===== src/rtl/traffic_light_monitor.sv =====
// Safety and timing checker for the intersection light controller: decodes the
// active phase from the six lamps and latches the first lamp/order/duration violation.
module traffic_light_monitor #(
    parameter int GREEN_TICKS  = 5,
    parameter int YELLOW_TICKS = 2,
    parameter int CNT_W        = 4
) (
    input  logic             clk,
    input  logic             rst,
    input  logic             tick,
    input  logic             ns_g,
    input  logic             ns_y,
    input  logic             ns_r,
    input  logic             ew_g,
    input  logic             ew_y,
    input  logic             ew_r,
    input  logic             clr_fault,
    output logic [1:0]       phase,
    output logic             phase_valid,
    output logic [CNT_W-1:0] phase_ticks,
    output logic [15:0]      cycle_count,
    output logic             fault,
    output logic [2:0]       fault_code,
    output logic [1:0]       dbg_state_o
);

    typedef enum logic [1:0] {
        ST_SYNC  = 2'd0,
        ST_RUN   = 2'd1,
        ST_FAULT = 2'd2
    } state_t;

    localparam logic [1:0] PH_NS_G = 2'd0;
    localparam logic [1:0] PH_NS_Y = 2'd1;
    localparam logic [1:0] PH_EW_G = 2'd2;
    localparam logic [1:0] PH_EW_Y = 2'd3;

    localparam logic [2:0] FC_NONE    = 3'd0;
    localparam logic [2:0] FC_LAMPS   = 3'd1;
    localparam logic [2:0] FC_ORDER   = 3'd2;
    localparam logic [2:0] FC_SHORT   = 3'd3;
    localparam logic [2:0] FC_OVERRUN = 3'd4;

    localparam logic [CNT_W-1:0] GREEN_CNT  = CNT_W'(GREEN_TICKS);
    localparam logic [CNT_W-1:0] YELLOW_CNT = CNT_W'(YELLOW_TICKS);
    localparam logic [CNT_W-1:0] CNT_MAX    = {CNT_W{1'b1}};

    state_t           state_q, state_d;
    logic [1:0]       phase_q, phase_d;
    logic             valid_q, valid_d;
    logic [CNT_W-1:0] ticks_q, ticks_d;
    logic [15:0]      count_q, count_d;
    logic             fault_q, fault_d;
    logic [2:0]       code_q, code_d;

    logic [5:0]       lamps;
    logic             legal;
    logic [1:0]       cur_phase;
    logic             change;
    logic [CNT_W-1:0] exp_ticks;
    logic [2:0]       det_code;

    assign lamps = {ns_g, ns_y, ns_r, ew_g, ew_y, ew_r};

    // Only the four exact one-red patterns are legal; everything else is a lamp fault.
    always_comb begin
        legal     = 1'b1;
        cur_phase = phase_q;
        case (lamps)
            6'b100_001: cur_phase = PH_NS_G;
            6'b010_001: cur_phase = PH_NS_Y;
            6'b001_100: cur_phase = PH_EW_G;
            6'b001_010: cur_phase = PH_EW_Y;
            default:    legal     = 1'b0;
        endcase
    end

    assign change    = legal && (cur_phase != phase_q);
    assign exp_ticks = phase_q[0] ? YELLOW_CNT : GREEN_CNT;

    // Violation detection in priority order; order/duration only matter once in RUN.
    always_comb begin
        det_code = FC_NONE;
        if (state_q != ST_FAULT) begin
            if (!legal) begin
                det_code = FC_LAMPS;
            end else if (state_q == ST_RUN) begin
                if (change && (cur_phase != phase_q + 2'd1)) begin
                    det_code = FC_ORDER;
                end else if (change && (ticks_q < exp_ticks)) begin
                    det_code = FC_SHORT;
                end else if (!change && tick && (ticks_q == exp_ticks)) begin
                    det_code = FC_OVERRUN;
                end
            end
        end
    end

    always_comb begin
        state_d = state_q;
        phase_d = legal ? cur_phase : phase_q;
        valid_d = legal;
        ticks_d = ticks_q;
        count_d = count_q;
        fault_d = fault_q;
        code_d  = code_q;

        if (change) begin
            ticks_d = '0;
        end else if (tick && (ticks_q != CNT_MAX)) begin
            ticks_d = ticks_q + 1'b1;
        end

        case (state_q)
            ST_SYNC: begin
                if (det_code != FC_NONE) begin
                    state_d = ST_FAULT;
                    fault_d = 1'b1;
                    code_d  = det_code;
                end else if (change) begin
                    state_d = ST_RUN;
                end
            end
            ST_RUN: begin
                if (det_code != FC_NONE) begin
                    state_d = ST_FAULT;
                    fault_d = 1'b1;
                    code_d  = det_code;
                    // The overrunning tick is not counted, so phase_ticks shows the
                    // full legal duration at the moment of the fault.
                    if (det_code == FC_OVERRUN) begin
                        ticks_d = ticks_q;
                    end
                end else if (change && (phase_q == PH_EW_Y) && (cur_phase == PH_NS_G)
                             && (count_q != 16'hFFFF)) begin
                    count_d = count_q + 16'd1;
                end
            end
            ST_FAULT: begin
                state_d = ST_FAULT;
            end
            default: begin
                state_d = ST_SYNC;
            end
        endcase

        if (clr_fault) begin
            state_d = ST_SYNC;
            fault_d = 1'b0;
            code_d  = FC_NONE;
            ticks_d = '0;
        end
    end

    always_ff @(posedge clk) begin
        if (rst) begin
            state_q <= ST_SYNC;
            phase_q <= PH_NS_G;
            valid_q <= 1'b0;
            ticks_q <= '0;
            count_q <= '0;
            fault_q <= 1'b0;
            code_q  <= FC_NONE;
        end else begin
            state_q <= state_d;
            phase_q <= phase_d;
            valid_q <= valid_d;
            ticks_q <= ticks_d;
            count_q <= count_d;
            fault_q <= fault_d;
            code_q  <= code_d;
        end
    end

    assign phase       = phase_q;
    assign phase_valid = valid_q;
    assign phase_ticks = ticks_q;
    assign cycle_count = count_q;
    assign fault       = fault_q;
    assign fault_code  = code_q;
    assign dbg_state_o = state_q;

endmodule

===== config.mk =====
export PLATFORM = sky130hd
export DESIGN_NAME = traffic_light_monitor
export DESIGN_NICKNAME = d
export VERILOG_FILES = /design/src/rtl/traffic_light_monitor.sv
export SDC_FILE = /design/constraint.sdc
export NUM_CORES = 1
export LEC_CHECK = 0
export CORE_UTILIZATION = 45
export DETAILED_ROUTE_END_ITERATION = 12
export MAX_ROUTING_LAYER = met4
export PLACE_DENSITY = 0.74
export SYNTH_ARGS = -nofsm -noshare
export SYNTH_HDL_FRONTEND = slang
export SYNTH_SLANG_ARGS = --single-unit

===== constraint.sdc =====
create_clock -name clk -period 2 [get_ports clk]
set_input_delay 0.2 -clock clk [delete_from_list [all_inputs] [get_ports clk]]
set_output_delay 0.2 -clock clk [all_outputs]
set_load 0.01 [all_outputs]

Word level (Yosys, flattened, before mapping):

Index checks and enable logic that the tools add are counted.

* flip-flop bits (word level): 29
* bits of input ports: 10
* word-level logic and storage cells: 66

* add/sub/neg operators: 3
* $lt $le $gt $ge: 1
* eq/ne operators: 17
* multiplexer cells: 18
* bitwise operators: 1
* reduce and logical (&&, ||, !) cells: 19

Operators with widths (count)
* $mux W3: 7
* $mux W4: 5
* $add A16 B1 Y16 const B: 1
* $ne A16 B16 Y1 const B: 1
* $eq A6 B4 Y1 const B: 2
* $logic_and A1 B1 Y1: 9
* $pmux W2 S4: 1
* $eq A6 B5 Y1 const B: 1
* $eq A6 B6 Y1 const B: 1
* $mux W2: 3
* $ne A3 B3 Y1 const B: 2
* $pmux W2 S3: 1
* $add A4 B1 Y4 const B: 1
* $eq A2 B2 Y1 const B: 2
* $eq A4 B3 Y1: 1
* $logic_not A2 Y1: 2
* $lt A4 B3 Y1: 1
* $ne A2 B2 Y1: 2
* $ne A4 B4 Y1 const B: 1
* $reduce_and A2 Y1: 2
* $reduce_or A2 Y1: 2
* $reduce_or A4 Y1: 1
* $eq A3 B3 Y1 const B: 1
* $reduce_and A3 Y1: 1
* 8 further kinds: 8

Logic depth before layout (Yosys ltp):

Gate-level depths: netlist (run 1).

* depth after elaboration: 17
* mapped depth: 10
* gate-level depth less buffers: 9

Worst setup path before layout (run 1):

OpenSTA, ideal clock, no wires.

* path type: flip-flop to flip-flop
* start point: register phase_q[0], in the netlist phase[0]
* end point: register count_q[10], in the netlist cycle_count[10]
* library setup time: 0.123 ns
* arrival: 2.130 ns
* data required time: 1.877 ns
* slack: -0.253 ns
* stages on the path, launching flop included: 10
* clock period less this slack: 2.253 ns
* cell sequence: dfxtp_1 > inv_1 > ha_1 > nor2b_1 > o21ai_0 > nand2_1 > a31oi_2 > a21oi_2 > nand4_1 > mux2_1

* word-level cells in the longest chain between the ends: 15

RTL lines
* from (decl): RTL line 49 `logic [1:0] phase_q, phase_d;`
* from (signal assigned): RTL line 166 `phase_q <= phase_d;`
* $pmux W2 S4: RTL line 69 `case (lamps)`
* $ne A2 B2 Y1: RTL line 78 `assign change = legal && (cur_phase != phase_q);`
* $logic_and A1 B1 Y1: RTL line 78
* $logic_not A1 Y1: RTL line 92 `end else if (!change && tick && (ticks_q == exp_ticks)) begin`
* $logic_and A1 B1 Y1 (2 in series): RTL line 92
* $mux W3: RTL line 92
* $mux W3: RTL line 90 `end else if (change && (ticks_q < exp_ticks)) begin`
* $mux W3: RTL line 88 `if (change && (cur_phase != phase_q + 2'd1)) begin`
* $mux W3: RTL line 87 `end else if (state_q == ST_RUN) begin`
* $mux W3: RTL line 85 `if (!legal) begin`
* $mux W3: RTL line 84 `if (state_q != ST_FAULT) begin`
* $reduce_bool A3 Y1: RTL line 125 `if (det_code != FC_NONE) begin`
* $not A1 Y1 (no source line)
* $reduce_and A3 Y1 (no source line) *
* to (signal assigned): RTL line 169 `count_q <= count_d;`
* to (decl): RTL line 52 `logic [15:0] count_q, count_d;`

Every way passes the cells marked *; elsewhere a longest branch is shown, timed or not.
A chain may end at the register's enable or synchronous reset.

Worst setup path in the final report (run 1):

* start point: input port ew_r
* end point: register state_q[1], in the netlist dbg_state_o[1]

* word-level cells in the longest chain between the ends: 16

RTL lines
* from (decl): RTL line 16 `input logic ew_r,`
* $eq A6 B4 Y1 (tied with other cells): RTL line 69
* $pmux W2 S4 or $reduce_or A4 Y1 (tied branches)
* $ne A2 B2 Y1 or $mux W1 (tied branches): RTL line 78, 69
* $logic_and A1 B1 Y1: RTL line 78
* $logic_not A1 Y1: RTL line 92
* $logic_and A1 B1 Y1 (2 in series): RTL line 92
* $mux W3: RTL line 92
* $mux W3: RTL line 90
* $mux W3: RTL line 88
* $mux W3: RTL line 87
* $mux W3: RTL line 85
* $mux W3: RTL line 84
* $reduce_bool A3 Y1: RTL line 116, 125
* $mux W2 (tied with other cells): RTL line 116 `if (det_code != FC_NONE) begin`
* $pmux W2 S3 or $reduce_and A2 Y1 (tied branches)
* to (signal assigned): RTL line 165 `state_q <= state_d;`
* to (decl): RTL line 48 `state_t state_q, state_d;`

Parallel ways exist; a longest one is shown, timed or not.

==> flow_summary.toml, run 1 <==
[sta]
hold_violations = 0
finalCritPeriodShare_pct = 102
clock-skew-final_ns = 0.00329
fin_setup_tns_ns = -0.0358
fmax_mhz = 491
period_minus_slack_ns = 2.04
slew_viol_final = 0
setup_viol = 1
rsz0062_at_grt = "yes"
fin_hold_ws_ns = 0.374
worst_slew_pin_slew_ns = 0.299
maxSlewHeadroom_pct = 80.0
setup_ws_ns = -0.0358

[synthesis]
synth_top_family_by_area = "simple AND/OR/NAND/NOR gates"
synth-adder-area-share_pct = 7.12
synth_xor_xnor_area_share_pct = 9.47
synth_compound_area_share_pct = 16.3
yosys-top-cells-area = "dfxtp_1 (33%), xnor2_1 (8.5%), ha_1 (7.1%)"
ys.flop_type = "dfxtp_1"
ys_ff_latch = 29
synthSimpleGateAreaFrac_pct = 28.8
synthMuxAreaShare_pct = 2.35
syn-num-nets = 226
async_reset_ff_share_pct = 0
yosysTopAreaCellShare_pct = 33.0
synth_most_common_cell = "nor2_1"
yosysUniqueCellTypes = 48
synth_sequential_area_ratio_pct = 33.0
synth_common_cells = "nor2_1 (31), dfxtp_1 (29), nand2_1 (23)"
synth_edf_count = 0
synth_area_leader_cell = "dfxtp_1"
netlist_area_mm2 = 0.00176
synth_cells = 206
avgSynthCellArea_um2 = 8.53
ys.warnings.count = 0

[floorplan]
start_util_pct = 47.3
die_w_um = 64.5
fp-row-count = 22
core_area_mm2 = 0.00372
die_area_mm2 = 0.00416
die_h_um = 64.5
io_pins = 39

[layout]
areaGrowthSynthToFinish_pct = 66.9
diodes = 0
regArea_um2 = 582
layout-drive-gt1-share_pct = 36.3
fill_cells = 236
multi_input_area_mm2 = 0.00136
post-route-util_pct = 78.9
layout.nets = 320

[clocking]
holdBufCountCts = 0
cts-root-buf = "clkbuf_8"
clockBufferDepth = 2
htreeDepth = 2
clkLatencyLatePin_ns = 0.28
cts_made_buffers = 5
clkTransAtPathRegs_ns = 0.06
cts_tree = "yes"
cts.sinks = 29

[routing]
antenna_left = 0
wl_um = 5470
vias_per_cell = 5.56
drc = 0
vias = 1935
drtIter0Drc = 83
avgRoutedWirePerCell_um = 15.7
firstDrtPassIters = 4

[worst_setup_path]
worstSetupPathType = "in2reg"
arrival_ns = 2.22
worst_setup_path_start_kind = "input pin"
end_kind = "flop"
crit_slowest_cell = "or4b_4"
crit_path_max_fanout = 5
required_ns = 2.18
slowest_delay_ns = 0.56
crit_chain = "buf_8, or4b_4, or3_4, nand4b_4, buf_6, a31oi_4, nor3b_2, a211oi_2, a2111oi_2"

[power]
p_total_mw = 1.32
ir_drop_mv = 0.432
power.leakage_nw = 1.10
pwr_density_cell_mw_per_mm2 = 451

[grt]
grt_pass1_vias = 1846
grt_usage_pct = 25.2
antenna_found_initial = 0
gr-total-overflow = 0
grt_pass1_wl_um = 8020
grt_max_degree = 24

[placed_design]
dpl.hpwl_um = 3400
io_buffer_count = 38
place.gp.congestion = 0.887

[worst_hold_path]
hp-class = "in2reg"

[status]
violations = "setup timing"
status = "finished with violations"

[flow_run]
drv_cap = 0
==> power breakdown <==
group	internal, mW	switching (mW)	leakage [nW]
clock network	0.272	0.223	0.0443
registers	0.585	0.00435	0.235
logic	0.120	0.119	0.820
==> critical path: cells and delay by family <==
family | cells | cell delay, ns
AND/OR/NAND/NOR | 4 | 1.31
buffers and inverters | 2 | 0.22
AO/OA/AOI/OAI | 3 | 0.48
==> what timing repair did <==
item / CTS / global route
cloned: 0 / 0
setup endpoints to repair: 26 / 25
gates resized for setup: 28 / 35
buffers inserted: 5 / 6
pin swaps: 14 / 25
==> per-stage QoR <==
stage               area [µm²]  setup slack, ns  instances
CTS                       2720          -0.0231        342
detailed placement        2540           -0.618        330
finish                    2930          -0.0358        348
global route              2930           -0.103        348
global placement          2540           -0.561        330
floorplan                 1780          -0.0541        206
==> layout make-up <==
cell class | instances | share of cell area (%)
inverter | 9 | 1.15
sequential | 29 | 19.8
clock buffer | 7 | 2.94
timing repair buffer | 91 | 27.7
multi-input combinational | 164 | 46.3
tap | 48 | 2.05
==> cell usage in the layout (no fill, tap or decap), types with 2 or more instances in the layout <==
master	n
a211oi_2	6
a21oi_1	5
a31oi_4	2
and2_1	2
and3_1	3
buf_12	2
buf_4	44
buf_6	7
clkbuf_2	3
clkbuf_8	6
clkdlybuf4s50_1	32
dfxtp_1	28
ha_1	7
ha_4	3
inv_1	8
mux2i_1	3
nand2_1	22
nand3_1	4
nand4_1	5
nor2_1	28
nor2_2	3
nor2b_1	2
nor3_1	6
nor3b_2	2
nor4_1	2
o211ai_1	3
o21ai_2	3
xnor2_1	16
xor2_1	2
==> sequential cells by signal, indices dropped and copies added (netlist names) <==
signal and cells:
fault 1, dbg_state_o 2, phase_ticks 4, phase_valid 1, phase 2, cycle_count 16, fault_code 3
==> worst paths after layout <==
kind                                     from             end  slack (ns)  depth (start not counted)
worst max-delay path                     ew_r  dbg_state_o[1]       -0.04                          9
worst min-delay path                     ew_r        phase[1]        0.37                          5
worst max register to register       phase[0]  dbg_state_o[1]        0.02                          9
worst min register to register  fault_code[0]   fault_code[0]        0.48                          2
==> cell families after synthesis <==
kind of cell / after synthesis
XOR/XNOR: 19
flip-flops: 29
adder cells (fa/ha/maj): 10
multiplexers: 4
AO/OA/AOI/OAI: 35
AND/OR/NAND/NOR: 96
buffers and inverters: 13
==> layer usage <==
| layer | track usage (%) | wire length (µm) | up-vias |
|---|---|---|---|
| met5 | - | 0 | - |
| met4 | 12.2 | 146 | 0 |
| met3 | 4.93 | 187 | 17 |
| met2 | 40.8 | 2810 | 55 |
| met1 | 30.1 | 2320 | 938 |
| li1 | - | - | 925 |
(Power assumes the default switching activity.)
==> run 2, diff against run 1 <==
- ABC_AREA: unset -> 1
- CORE_UTILIZATION: 45 -> 47
- CTS_BUF_LIST: unset -> sky130_fd_sc_hd__clkbuf_16
- PLACE_DENSITY: 0.74 -> 0.76
==> run 2 against run 1 <==
The run still ends with setup timing left. Worst setup slack worse by 0.15 ns. Combinational power up 33%. Count of clock-buffer cells in the layout down 1. Largest cell class unchanged.
==> flow_summary.toml, run 2 <==
[clocking]
clockBufferDepth = 2
clkTransAtPathRegs_ns = 0.05
cts_made_buffers = 5
htreeDepth = 2
cts.sinks = 29
cts_tree = "yes"
holdBufCountCts = 0
cts-root-buf = "clkbuf_16"
clkLatencyLatePin_ns = 0.28

[grt]
grt_max_degree = 18
antenna_found_initial = 0
grt_pass1_vias = 2004
gr-total-overflow = 0
grt_usage_pct = 24.7
grt_pass1_wl_um = 8180

[sta]
maxSlewHeadroom_pct = 74.1
clock-skew-final_ns = 0.00556
fmax_mhz = 457
rsz0062_at_grt = "yes"
hold_violations = 0
finalCritPeriodShare_pct = 109
fin_setup_tns_ns = -3.18
setup_viol = 22
setup_ws_ns = -0.190
slew_viol_final = 0
period_minus_slack_ns = 2.19
worst_slew_pin_slew_ns = 0.384

[synthesis]
yosysUniqueCellTypes = 33
ys.flop_type = "dfxtp_1"
synth_most_common_cell = "nand2_1"
synth-adder-area-share_pct = 6.39
netlist_area_mm2 = 0.00196
yosysTopAreaCellShare_pct = 29.6
synth_edf_count = 0
synthSimpleGateAreaFrac_pct = 39.4
syn-num-nets = 308
synth_xor_xnor_area_share_pct = 5.81
yosys-top-cells-area = "dfxtp_1 (30%), nand2_1 (11%), nor2_1 (8.2%)"
avgSynthCellArea_um2 = 6.80
synth_area_leader_cell = "dfxtp_1"
synth_common_cells = "nand2_1 (58), nor2_1 (43), inv_1 (38)"
ys.warnings.count = 0
ys_ff_latch = 29
synth_compound_area_share_pct = 8.88
synth_cells = 288
synth_top_family_by_area = "simple AND/OR/NAND/NOR gates"
async_reset_ff_share_pct = 0
synth_sequential_area_ratio_pct = 29.6
synthMuxAreaShare_pct = 0

[layout]
areaGrowthSynthToFinish_pct = 53.3
final_common_cell = "nand2_1"
layout.nets = 386
largest_reg_flops = 16
layout_common_cells = "nand2_1 (47), nor2_1 (39), inv_1 (36)"
diodes = 0
layout-drive-gt1-share_pct = 30.0
fin_cells = 417

[flow_run]
drv_cap = 0

[routing]
drc = 0
firstDrtPassIters = 4
wl_um = 5300
vias_per_cell = 5.02
antenna_left = 0
vias = 2095
drtIter0Drc = 72
avgRoutedWirePerCell_um = 12.7

[worst_setup_path]
crit_path_max_fanout = 6
r2r_end = "cycle_count[13]"
r2r-start = "phase[0]"
end_kind = "flop"
required_ns = 2.16
reg2reg_depth = 15
worstSetupPathType = "reg2reg"
reg2reg_slack_ns = -0.19
arrival_ns = 2.35
crit_start = "phase[0]"
worst_setup_path_start_kind = "flop"
cp-endpoint = "cycle_count[13]"

[floorplan]
core_area_mm2 = 0.00400
fp-row-count = 23
die_h_um = 66.6
die_w_um = 66.6
io_pins = 39
die_area_mm2 = 0.00443
start_util_pct = 49.0

[placed_design]
dpl.hpwl_um = 3630
io_buffer_count = 38
place.gp.congestion = 0.870
place_inst = 402

[status]
status = "finished with violations"
violations = "setup timing"

[worst_hold_path]
hold_start = "fault_code[1]"
hp-class = "reg2reg"

[power]
p_total_mw = 1.71
power.leakage_nw = 1.28
ir_drop_mv = 0.352
pwr_density_cell_mw_per_mm2 = 571
run 2: changes by cell type in the layout (fill, tap and decap cells not counted), sizes merged, moves of 9 or more:
cell   change
xor2       +9
inv       +34
xnor2     -15
a21oi     +12
nor2      +15
nand2     +52
buf       -19
nand3     +16
run 2: repair_timing:
| item | 4_1_cts | 5_1_grt |
|---|---|---|
| cloned | 1 | 0 |
| resized for setup | 9 | 40 |
| endpoints found under the setup margin | 25 | 26 |
| pin swaps | 3 | 8 |
| buffers inserted | 3 | 3 |
run 2: metal layers:
metal	vias to the layer above	GRT usage [%]	wire length [µm]
met5	-	-	0
met4	0	10.9	120
met3	11	3.94	175
met2	43	46.3	2900
met1	978	25.0	2100
li1	1063	-	-
run 2: through the flow:
step	utilization, %	setup slack [ns]	cell area [µm²]	hold WS [ns]
2_1_floorplan	-	-0.00744	1980	0.393
3_3_place_gp	65.5	-0.383	2620	0.455
3_5_place_dp	65.5	-0.414	2620	0.458
4_1_cts	70.8	-0.123	2830	0.465
5_1_grt	75.1	-0.410	3000	0.471
6_report	75.1	-0.190	3000	0.454
run 2: worst min path at each step:
stage	to	cells after the start
after floorplan	dbg_state_o[0]	3
after global placement	fault	2
after detailed placement	fault_code[1]	2
after CTS	fault_code[1]	2
after global routing	fault_code[1]	2
final	fault_code[1]	2
run 2: kinds of logic after synthesis:
logic type               Yosys count
AO/OA/AOI/OAI                     28
XOR/XNOR                          13
adder cells (fa/ha/maj)           10
buffers and inverters             48
flip-flops                        29
AND/OR/NAND/NOR                  160
run 2: area by class of cell:
cell class / instances / area, µm²
multi-input combinational: 212 / 1330
fill: 314 / 997
timing repair buffer: 74 / 686
sequential: 29 / 586
inverter: 44 / 178
clock buffer: 6 / 150
tap: 50 / 62.6
clock inverter: 2 / 7.51
run 2: where the power goes:
| group | switching [mW] | internal [mW] |
|---|---|---|
| logic | 0.172 | 0.148 |
| registers | 0.0110 | 0.594 |
| clock network | 0.263 | 0.527 |
| total | 0.445 | 1.27 |
run 2: critical path: stages (launching register included):
cell,delay (ns)
dfxtp_4,0.36
ha_4,0.26
inv_2,0.03
nor2_2,0.09
nand2_1,0.08
o211ai_1,0.27
nor2_1,0.08
nand3_1,0.09
nand2_1,0.07
nand2_2,0.10
nand3_4,0.08
nor2_4,0.15
nand2_4,0.13
buf_12,0.18
nand2_4,0.05
a21oi_2,0.05
